==> src/rtl/seven_seg_digit_driver.sv <==
// Seven-segment digit driver.
// Follows the anode scanner: re-times its active-low one-hot anode word and
// drives the cathodes for the selected hex digit. Display data is staged on
// load and committed only at a frame boundary, so a frame never mixes old
// and new digits.
module seven_seg_digit_driver #(
  parameter int BLINK_BITS = 24,
  parameter int LZ_BLANK   = 1
) (
  input  logic        clk,
  input  logic        reset,
  input  logic [3:0]  anode_in,
  input  logic [15:0] value,
  input  logic [3:0]  dp,
  input  logic [3:0]  blink_en,
  input  logic        load,
  output logic        load_ack,
  output logic [3:0]  anode,
  output logic [6:0]  seg,
  output logic        dp_n
);

  localparam logic [BLINK_BITS-1:0] BLINK_ONE = 1;
  localparam logic [6:0]            SEG_OFF   = 7'h7F;

  // Anode re-timing chain; s3 is the previous s2 for edge detection.
  logic [3:0] s1, s2, s3;

  // Staging (written by load) and display (written by commit) copies.
  logic [15:0] stage_value, disp_value;
  logic [3:0]  stage_dp, disp_dp;
  logic [3:0]  stage_blink, disp_blink;
  logic        pending;

  logic [BLINK_BITS-1:0] blink_cnt;

  // Combinational results feeding the output register.
  logic       frame_start;
  logic       commit;
  logic       digit_valid;
  logic [1:0] digit_idx;
  logic [3:0] nibble;
  logic [3:0] lz_blank;
  logic       blink_on;
  logic [3:0] anode_next;
  logic [6:0] seg_next;
  logic       dp_n_next;

  // Hex nibble to active-low gfedcba pattern.
  function automatic logic [6:0] hex_to_seg(input logic [3:0] nib);
    case (nib)
      4'h0: hex_to_seg = 7'h40;
      4'h1: hex_to_seg = 7'h79;
      4'h2: hex_to_seg = 7'h24;
      4'h3: hex_to_seg = 7'h30;
      4'h4: hex_to_seg = 7'h19;
      4'h5: hex_to_seg = 7'h12;
      4'h6: hex_to_seg = 7'h02;
      4'h7: hex_to_seg = 7'h78;
      4'h8: hex_to_seg = 7'h00;
      4'h9: hex_to_seg = 7'h10;
      4'hA: hex_to_seg = 7'h08;
      4'hB: hex_to_seg = 7'h03;
      4'hC: hex_to_seg = 7'h46;
      4'hD: hex_to_seg = 7'h21;
      4'hE: hex_to_seg = 7'h06;
      default: hex_to_seg = 7'h0E;
    endcase
  endfunction

  // Frame boundary is the first cycle s2 selects digit 0.
  assign frame_start = (s2 == 4'b1110) && (s3 != 4'b1110);
  assign commit      = frame_start && pending;

  // Sync chain for the scanner's anode word.
  always_ff @(posedge clk) begin
    // NOTE: every sequential assignment is non-blocking so s2 and s3 sample
    // the pre-edge values of s1 and s2, forming a true pipeline.
    if (!reset) begin
      s1 <= 4'b1111;
      s2 <= 4'b1111;
      s3 <= 4'b1111;
    end else begin
      s1 <= anode_in;
      s2 <= s1;
      s3 <= s2;
    end
  end

  // Free-running blink counter; its MSB is the blink phase.
  always_ff @(posedge clk) begin
    if (!reset) begin
      blink_cnt <= '0;
    end else begin
      blink_cnt <= blink_cnt + BLINK_ONE;
    end
  end

  // Staging capture; a new load during a commit still wins and stays pending.
  always_ff @(posedge clk) begin
    if (!reset) begin
      stage_value <= '0;
      stage_dp    <= '0;
      stage_blink <= '0;
      pending     <= 1'b0;
    end else if (load) begin
      stage_value <= value;
      stage_dp    <= dp;
      stage_blink <= blink_en;
      pending     <= 1'b1;
    end else if (commit) begin
      pending     <= 1'b0;
    end
  end

  // Commit staging into the display copy at the frame boundary.
  always_ff @(posedge clk) begin
    if (!reset) begin
      disp_value <= '0;
      disp_dp    <= '0;
      disp_blink <= '0;
      load_ack   <= 1'b0;
    end else begin
      load_ack <= commit;
      if (commit) begin
        disp_value <= stage_value;
        disp_dp    <= stage_dp;
        disp_blink <= stage_blink;
      end
    end
  end

  // Digit selection, blanking and blink into the next output word.
  always_comb begin
    // NOTE: defaults come first so every path assigns every signal and no
    // latch is inferred.
    digit_valid = 1'b1;
    digit_idx   = 2'd0;
    case (s2)
      4'b1110: digit_idx = 2'd0;
      4'b1101: digit_idx = 2'd1;
      4'b1011: digit_idx = 2'd2;
      4'b0111: digit_idx = 2'd3;
      default: digit_valid = 1'b0;
    endcase

    nibble = disp_value[{digit_idx, 2'b00} +: 4];

    lz_blank[3] = (LZ_BLANK != 0) && (disp_value[15:12] == 4'h0);
    lz_blank[2] = lz_blank[3] && (disp_value[11:8] == 4'h0);
    lz_blank[1] = lz_blank[2] && (disp_value[7:4] == 4'h0);
    lz_blank[0] = 1'b0;

    blink_on = blink_cnt[BLINK_BITS-1] && disp_blink[digit_idx];

    anode_next = s2;
    seg_next   = lz_blank[digit_idx] ? SEG_OFF : hex_to_seg(nibble);
    dp_n_next  = ~disp_dp[digit_idx];

    if (blink_on) begin
      seg_next  = SEG_OFF;
      dp_n_next = 1'b1;
    end

    if (!digit_valid) begin
      anode_next = 4'b1111;
      seg_next   = SEG_OFF;
      dp_n_next  = 1'b1;
    end
  end

  // Output register: anode and cathodes change on the same edge.
  always_ff @(posedge clk) begin
    if (!reset) begin
      anode <= 4'b1111;
      seg   <= SEG_OFF;
      dp_n  <= 1'b1;
    end else begin
      anode <= anode_next;
      seg   <= seg_next;
      dp_n  <= dp_n_next;
    end
  end

endmodule

==> config.mk <==
export PLATFORM = sky130hd
export DESIGN_NAME = seven_seg_digit_driver
export DESIGN_NICKNAME = d
export VERILOG_FILES = /design/src/rtl/seven_seg_digit_driver.sv
export SDC_FILE = /design/constraint.sdc
export NUM_CORES = 1
export LEC_CHECK = 0
export ABC_CLOCK_PERIOD_IN_PS = 6150
export CAP_MARGIN = 20
export CORE_MARGIN = 2
export CORE_UTILIZATION = 32
export CTS_CLUSTER_SIZE = 10
export DETAILED_ROUTE_END_ITERATION = 10
export DONT_BUFFER_PORTS = 1
export HOLD_SLACK_MARGIN = 0.06
export SYNTH_ARGS = -nofsm -noshare
export SYNTH_HDL_FRONTEND = slang
export SYNTH_SLANG_ARGS = --single-unit
==> constraint.sdc <==
create_clock -name clk -period 6.15 [get_ports clk]
set_clock_uncertainty 0.2 [all_clocks]
set_input_delay 0.615 -clock clk [delete_from_list [all_inputs] [get_ports clk]]
set_output_delay 0.615 -clock clk [all_outputs]
set_load 0.005 [all_outputs]
==> metrics.txt, run 1 <==
share of cells above drive strength 1 7.07%; setup ws final 3.17 ns; # resized after CTS 0; Slew Limit Fails 0; cts bufs inserted 9; Post-CTS Setup Bufs 0; H-Tree Depth 3; post-synth top area share just under 50%; Placeable Area 0.0121 sq mm; worst-margin pin slew 0.767 ns; Synth Net Count 449; via count 2704; RSZ-0062 raised after global routing no; Synthesis Warnings 0; Remaining DRCs 0; port buffer count 0; HP Class input pin to flop; max-capacitance violation count 0; Longest Clk Path Bufs 2; Unique masters post-synth 54; Rows 40; number of global-route vias before repair 2651; diode count 0; post-synth top area cell dfxtp_1; Post-synth ARST share 0%; CP required 6.18 ns; Final Setup Violations 0; DRT Wirelength about 7.8 mm; first-pass GRT wire length approximately 13 mm; gr usage total 12.9%; clk sink count between 90 and 100; count leader, synth dfxtp_1; Layout area overhead 11.5%; Setup CP Type flop to flop; largest net degree at the start of global routing 72; Area after DPL 0.00410 sq mm; crit-path max FO 15; cell breakdown of the critical path or2b_1, o22ai_1, o2bb2ai_1, a211oi_1, inv_1, ha_1, or3_1, o31ai_1, o21bai_1; fin crit share between 40% and 50%; Slowest-stage cell, CP a211oi_1; router iterations before antenna repair 4; Main synth FF type dfxtp_1; maximum clock frequency 0.335 GHz; post-route minimum period 2.98 ns; io pins 44; Peak VDD IR around 0.15 mV; final hold vios 0; final instance area 0.00442 sq mm; initial antenna violation count 0; DR WL/cell 13.5 um; Lkg Pwr 1.92 nW; CTS tree yes; Synth area leaders dfxtp_1 49%, mux2i_1 12%, nor2_1 7.8%; Post-Route Setup TNS 0 ns; Root Buffer clkbuf_16; Synth Cell Area between 0.003 and 0.004 sq mm; pwr dens 297 mW/mm^2; Die Span X 115 um; First DRT Iteration DRCs 172; DIE HEIGHT around 120 um; worst-skew pair later-pin latency 0.34 ns; crit start category flop; Crit. End Element flop; hold_buf cts 0; worst hold path cell count 1; Die ar. about 0.013 sq mm; DP HPWL 5.57 mm; Initial Util 32.9%; Slew headroom 48.5%; Post-Syn Instances 411; post-route ant nets 0; FF-to-FF path depth 9; GPL Wtd Cong approximately 0.85; clock transition at the registers of the reported paths 0.06 ns; Via density around 4.7; number of enable flip-flop cells after synthesis 0; #FFs+latches synth 98; fillers 1237; Congestion Overflow GR 0; syn avg cell area 9.65 sq um; status complete, no violations; post-synthesis sequential area ratio around half; CP peak stage delay 0.67 ns; Hold Slack 0.142 ns; Post-synth top cells 98 x dfxtp_1, 82 x nor2_1, 49 x mux2i_1; Layout Nets 443; overall power 1.32 mW; Critical Path AT 3.01 ns; pre-CTS WS around 3.2 ns
## worst paths after layout
path | startpoint | end | slack, ns
hold reg to reg | s1[3] | s2[3] | 0.24
setup / recovery | s2[3] | seg[0] | 3.17
hold / removal | reset | anode[1] | 0.14
setup reg to reg | s2[3] | seg[0] | 3.17
## per-layer routing
layer / wire length (um) / global-route usage, % / up-vias
met2: 3660 / 21.0 / 49
met3: 318 / 4.01 / 8
met5: 0 / 0 / -
met1: 3720 / 15.6 / 1262
met4: 111 / 5.78 / 0
li1: - / - / 1385
## placed cells by master, fill, tap and decap left out, types with 7 or more instances in the layout
cell	Yosys	final
a21oi_1	11	11
clkbuf_16	0	9
dfxtp_1	98	98
ha_1	7	7
mux2i_1	49	49
nand2_1	24	24
nand2b_1	14	14
nand3_1	12	12
nor2_1	82	82
xor2_1	16	16
## kinds of logic after synthesis
family	synth area share, %
multiplexers	13.3
AO/OA/AOI/OAI	6.72
adder cells (fa/ha/maj)	2.46
AND/OR/NAND/NOR	20.4
buffers and inverters	2.75
flip-flops	49.5
XOR/XNOR	4.86
## sequential cells by signal (all words and copies together), names as in the netlist, 7 cells and up
| register | cells |
|---|---|
| disp_value | 16 |
| blink_cnt | 24 |
| stage_value | 16 |
| seg | 7 |
## cell type report
| type | count | area (sq um) | share of cell area, % |
|---|---|---|---|
| well taps | 168 | 210 | 4.75 |
| multi-input cells | 288 | 1890 | 42.8 |
| inverters | 6 | 22.5 | 0.509 |
| clock inverters | 4 | 50.0 | 1.13 |
| flip-flops and latches | 98 | 1960 | 44.4 |
| repair buffers | 2 | 27.5 | 0.622 |
| clock buffers | 12 | 256 | 5.80 |
## worst max-delay path: cells and delay by family (launching register included)
kind / cells / cell delay, ns
AOI/OAI and AO/OA: 5 / 1.06
adders and majority gates: 1 / 0.26
buffers and inverters: 1 / 0.19
DFF: 1 / 0.61
and+or+nand+nor: 2 / 0.56
## where the power goes
part           switching, mW  internal, mW  leakage (nW)
logic                 0.0391        0.0357         0.972
registers             0.0143         0.654         0.799
clock network          0.235         0.337         0.145
## per-stage QoR
step           utilization, %  instances
2_1_floorplan               -        411
3_3_place_gp             34.0        561
3_5_place_dp             34.0        561
4_1_cts                  36.5        577
5_1_grt                  36.7        578
6_report                 36.7        578
Note: power is estimated with default switching activity, not from simulation.
==> inputs of run 2 (changes only) <==
--- a/config.mk
+++ b/config.mk
@@ -5,7 +5,8 @@
 export SDC_FILE = /design/constraint.sdc
 export NUM_CORES = 1
 export LEC_CHECK = 0
-export ABC_CLOCK_PERIOD_IN_PS = 6150
+export ABC_AREA = 1
+export ABC_CLOCK_PERIOD_IN_PS = 2650
 export CAP_MARGIN = 20
 export CORE_MARGIN = 2
 export CORE_UTILIZATION = 32
==> constraint.sdc (replaced) <==
create_clock -name clk -period 2.65 [get_ports clk]
set_clock_uncertainty 0.2 [all_clocks]
set_input_delay 0.265 -clock clk [delete_from_list [all_inputs] [get_ports clk]]
set_output_delay 0.265 -clock clk [all_outputs]
set_load 0.005 [all_outputs]
==> run 2 against run 1 <==
Critical path depth up 2. Area after synthesis up 6.2%. Power up 150%. Worst hold slack better by 0.066 ns. Sequential cell count unchanged. Maximum frequency up 29%. Design area up 13%. Critical endpoint unchanged. Combinational power rose to 3.7 times the previous value.
==> metrics.txt, run 2 <==
final hold vios 0 (unchanged); cts bufs inserted 9 (unchanged); Post-synth top cells 98 x dfxtp_1, 81 x nand2_1, 81 x nor2_1 (was 98 x dfxtp_1, 82 x nor2_1, 49 x mux2i_1); Placeable Area 0.0127 sq mm (was 0.0121 sq mm); status complete, no violations (unchanged); GPL Wtd Cong 0.858 (was 0.848); Crit. End Element flop (unchanged); Setup CP Type flop to flop (unchanged); met1 track utilization from global routing 18.5% (was 15.6%); Post-Syn Instances 548 (was 411); Remaining DRCs 0 (unchanged); Unique masters post-synth 36 (was 54); syn avg cell area 7.69 sq um (was 9.65 sq um); final instance area 0.00498 sq mm (was 0.00442 sq mm); initial antenna violation count 0 (unchanged); Synth Net Count 586 (was 449); max-capacitance violation count 0 (unchanged); post-synth top area cell dfxtp_1 (unchanged); Post-CTS Setup Bufs 0 (unchanged); Area after DPL 0.00432 sq mm (was 0.00410 sq mm); Congestion Overflow GR 0 (unchanged); #FFs+latches synth 98 (unchanged); crit start category flop (unchanged); router iterations before antenna repair 4 (unchanged); Biggest register blink_cnt (unchanged); Synthesis Warnings 0 (unchanged); post-route minimum period 2.31 ns (was 2.98 ns); met3 usage 2.46% (was 4.01%); Slew headroom 49.8% (was 48.5%); Root Buffer clkbuf_16 (unchanged); Initial Util 33.1% (was 32.9%); fin crit share 87.1% (was 48.5%); post-synthesis sequential area ratio 46.6% (was 49.5%); post-route ant nets 0 (unchanged); FF-to-FF path depth 11 (was 9); via count 3470 (was 2704); first-pass GRT wire length 15.0 mm (was 13.1 mm); Rows 41 (was 40); DP HPWL 6.08 mm (was 5.57 mm); Main synth FF type dfxtp_1 (unchanged); DR WL/cell 11.7 um (was 13.5 um); HP Class input pin to flop (unchanged); diode count 0 (unchanged); RR Endpoint seg[0] (unchanged); count leader, synth dfxtp_1 (unchanged); port buffer count 0 (unchanged); maximum clock frequency 0.433 GHz (was 0.335 GHz); DIE HEIGHT 119 um (was 115 um); commonest non-fill, non-tap cell in the layout dfxtp_1 (unchanged); overall power 3.29 mW (was 1.32 mW); worst hold path cell count 2 (was 1); hold_buf cts 32 (was 0); Hold Path End blink_cnt[0] (was anode[1]); H-Tree Depth 3 (unchanged); RR Startpoint s2[1] (was s2[3]); CP required 2.69 ns (was 6.18 ns); fillers 1334 (was 1237); Synth area leaders dfxtp_1 47%, nand2_1 7.2%, nor2_1 7.2% (was dfxtp_1 49%, mux2i_1 12%, nor2_1 7.8%); DRT Wirelength 8.75 mm (was 7.81 mm); number of enable flip-flop cells after synthesis 0 (unchanged); Critical Path AT 2.35 ns (was 3.01 ns); Hold Slack 0.208 ns (was 0.142 ns); GRT busiest layer met2 (unchanged); fin cells 747 (was 578); number of global-route vias before repair 3173 (was 2651); CTS tree yes (unchanged); min-delay src reset (unchanged); Synth Cell Area 0.00421 sq mm (was 0.00397 sq mm); # resized after CTS 0 (unchanged); Final Setup Violations 0 (unchanged); Die Span X 119 um (was 115 um); max FFs per register 24 (unchanged); worst-margin pin slew 0.750 ns (was 0.767 ns); Slowest-stage cell, CP dfxtp_1 (was a211oi_1); pwr dens 659 mW/mm^2 (was 297 mW/mm^2); io pins 44 (unchanged); RSZ-0062 raised after global routing no (unchanged); First DRT Iteration DRCs 214 (was 172); Post-synth ARST share 0% (unchanged); Die ar. 0.0141 sq mm (was 0.0133 sq mm); Layout area overhead 18.3% (was 11.5%); clock transition at the registers of the reported paths 0.07 ns (was 0.06 ns); Longest Clk Path Bufs 2 (unchanged); Placed Cells 699 (was 561); cell breakdown of the critical path nand2_1, inv_2, nand3_2, inv_2, nand3_1, nand2_2, inv_2, ha_1, nand3b_1, nand3_1, nand3_1 (was or2b_1, o22ai_1, o2bb2ai_1, a211oi_1, inv_1, ha_1, or3_1, o31ai_1, o21bai_1); gr usage total 13.1% (was 12.9%); post-synth top area share 46.6% (was 49.5%); clk sink count 98 (unchanged); worst-skew pair later-pin latency 0.35 ns (was 0.34 ns); crit-path max FO 11 (was 15); Post-Route Setup TNS 0 ns (unchanged); Largest regs blink_cnt: 24 flops, disp_value: 16 flops, stage_value: 16 flops (unchanged); Layout Nets 608 (was 443); Slew Limit Fails 0 (unchanged); Peak VDD IR 0.281 mV (was 0.151 mV); commonest non-fill, non-tap cells in the layout 98 x dfxtp_1, 81 x nand2_1, 81 x nor2_1 (was 98 x dfxtp_1, 82 x nor2_1, 49 x mux2i_1); CP peak stage delay 0.40 ns (was 0.67 ns); largest net degree at the start of global routing 68 (was 72); Lkg Pwr 1.97 nW (was 1.92 nW); Via density 4.65 (was 4.68); share of cells above drive strength 1 11.8% (was 7.07%); r2r setup slk 0.34 ns (was 3.17 ns); met2 usage 19.2% (was 21.0%)
[run 2: power by group]
group | internal [mW] | total (mW) | switching, mW
clock network | 0.866 | 1.45 | 0.586
registers | 1.53 | 1.56 | 0.0288
logic | 0.111 | 0.277 | 0.166
[run 2: cells by family (layout without fill, tap and decap cells)]
group,Yosys count,in the layout,synth area share (%)
fa+ha+maj,7,7,2.08
buf+inv,81,108,8.05
simple gates,252,252,29.3
xor+xnor,2,2,0.416
flops,98,98,46.6
compound gates,108,108,13.5
[run 2: worst max-delay path by stage]
stage,from,endpoint,slack [ns],cells past startpoint
after floorplan,s2[0],seg[0],0.76,12
after global placement,s2[1],seg[0],0.45,11
final,s2[1],seg[0],0.34,11
after global routing,s2[1],seg[0],0.14,11
after detailed placement,s2[1],seg[0],0.38,11
after CTS,s2[1],seg[0],0.36,11
[run 2: final cells by class]
type | instances | area, sq um | share of cell area (%)
clock buffers | 10 | 239 | 4.80
clock inverters | 6 | 96.3 | 1.93
inverters | 59 | 221 | 4.44
multi-input cells | 369 | 1910 | 38.4
flip-flops and latches | 98 | 1960 | 39.4
well taps | 172 | 215 | 4.32
repair buffers | 33 | 338 | 6.78
[run 2: layer usage]
layer  part of all wire [%]  vias to the layer above
met3                    3.4                       10
met2                     43                       69
met5                      0                        -
li1                       -                     1824
met4                    1.7                        0
met1                     52                     1567
[run 2: worst max-delay path, delay by kind of cell, from the launching register on]
family        cells  cell delay [ns]
fa+ha+maj         1             0.22
simple gates      7             0.97
flops             1             0.40
buf+inv           3             0.41
[run 2: metrics by stage]
| step | util (%) | setup slack (ns) |
|---|---|---|
| 2_1_floorplan | - | 0.763 |
| 3_3_place_gp | 33.9 | 0.454 |
| 3_5_place_dp | 33.9 | 0.375 |
| 4_1_cts | 39.2 | 0.361 |
| 5_1_grt | 39.2 | 0.140 |
| 6_report | 39.2 | 0.341 |
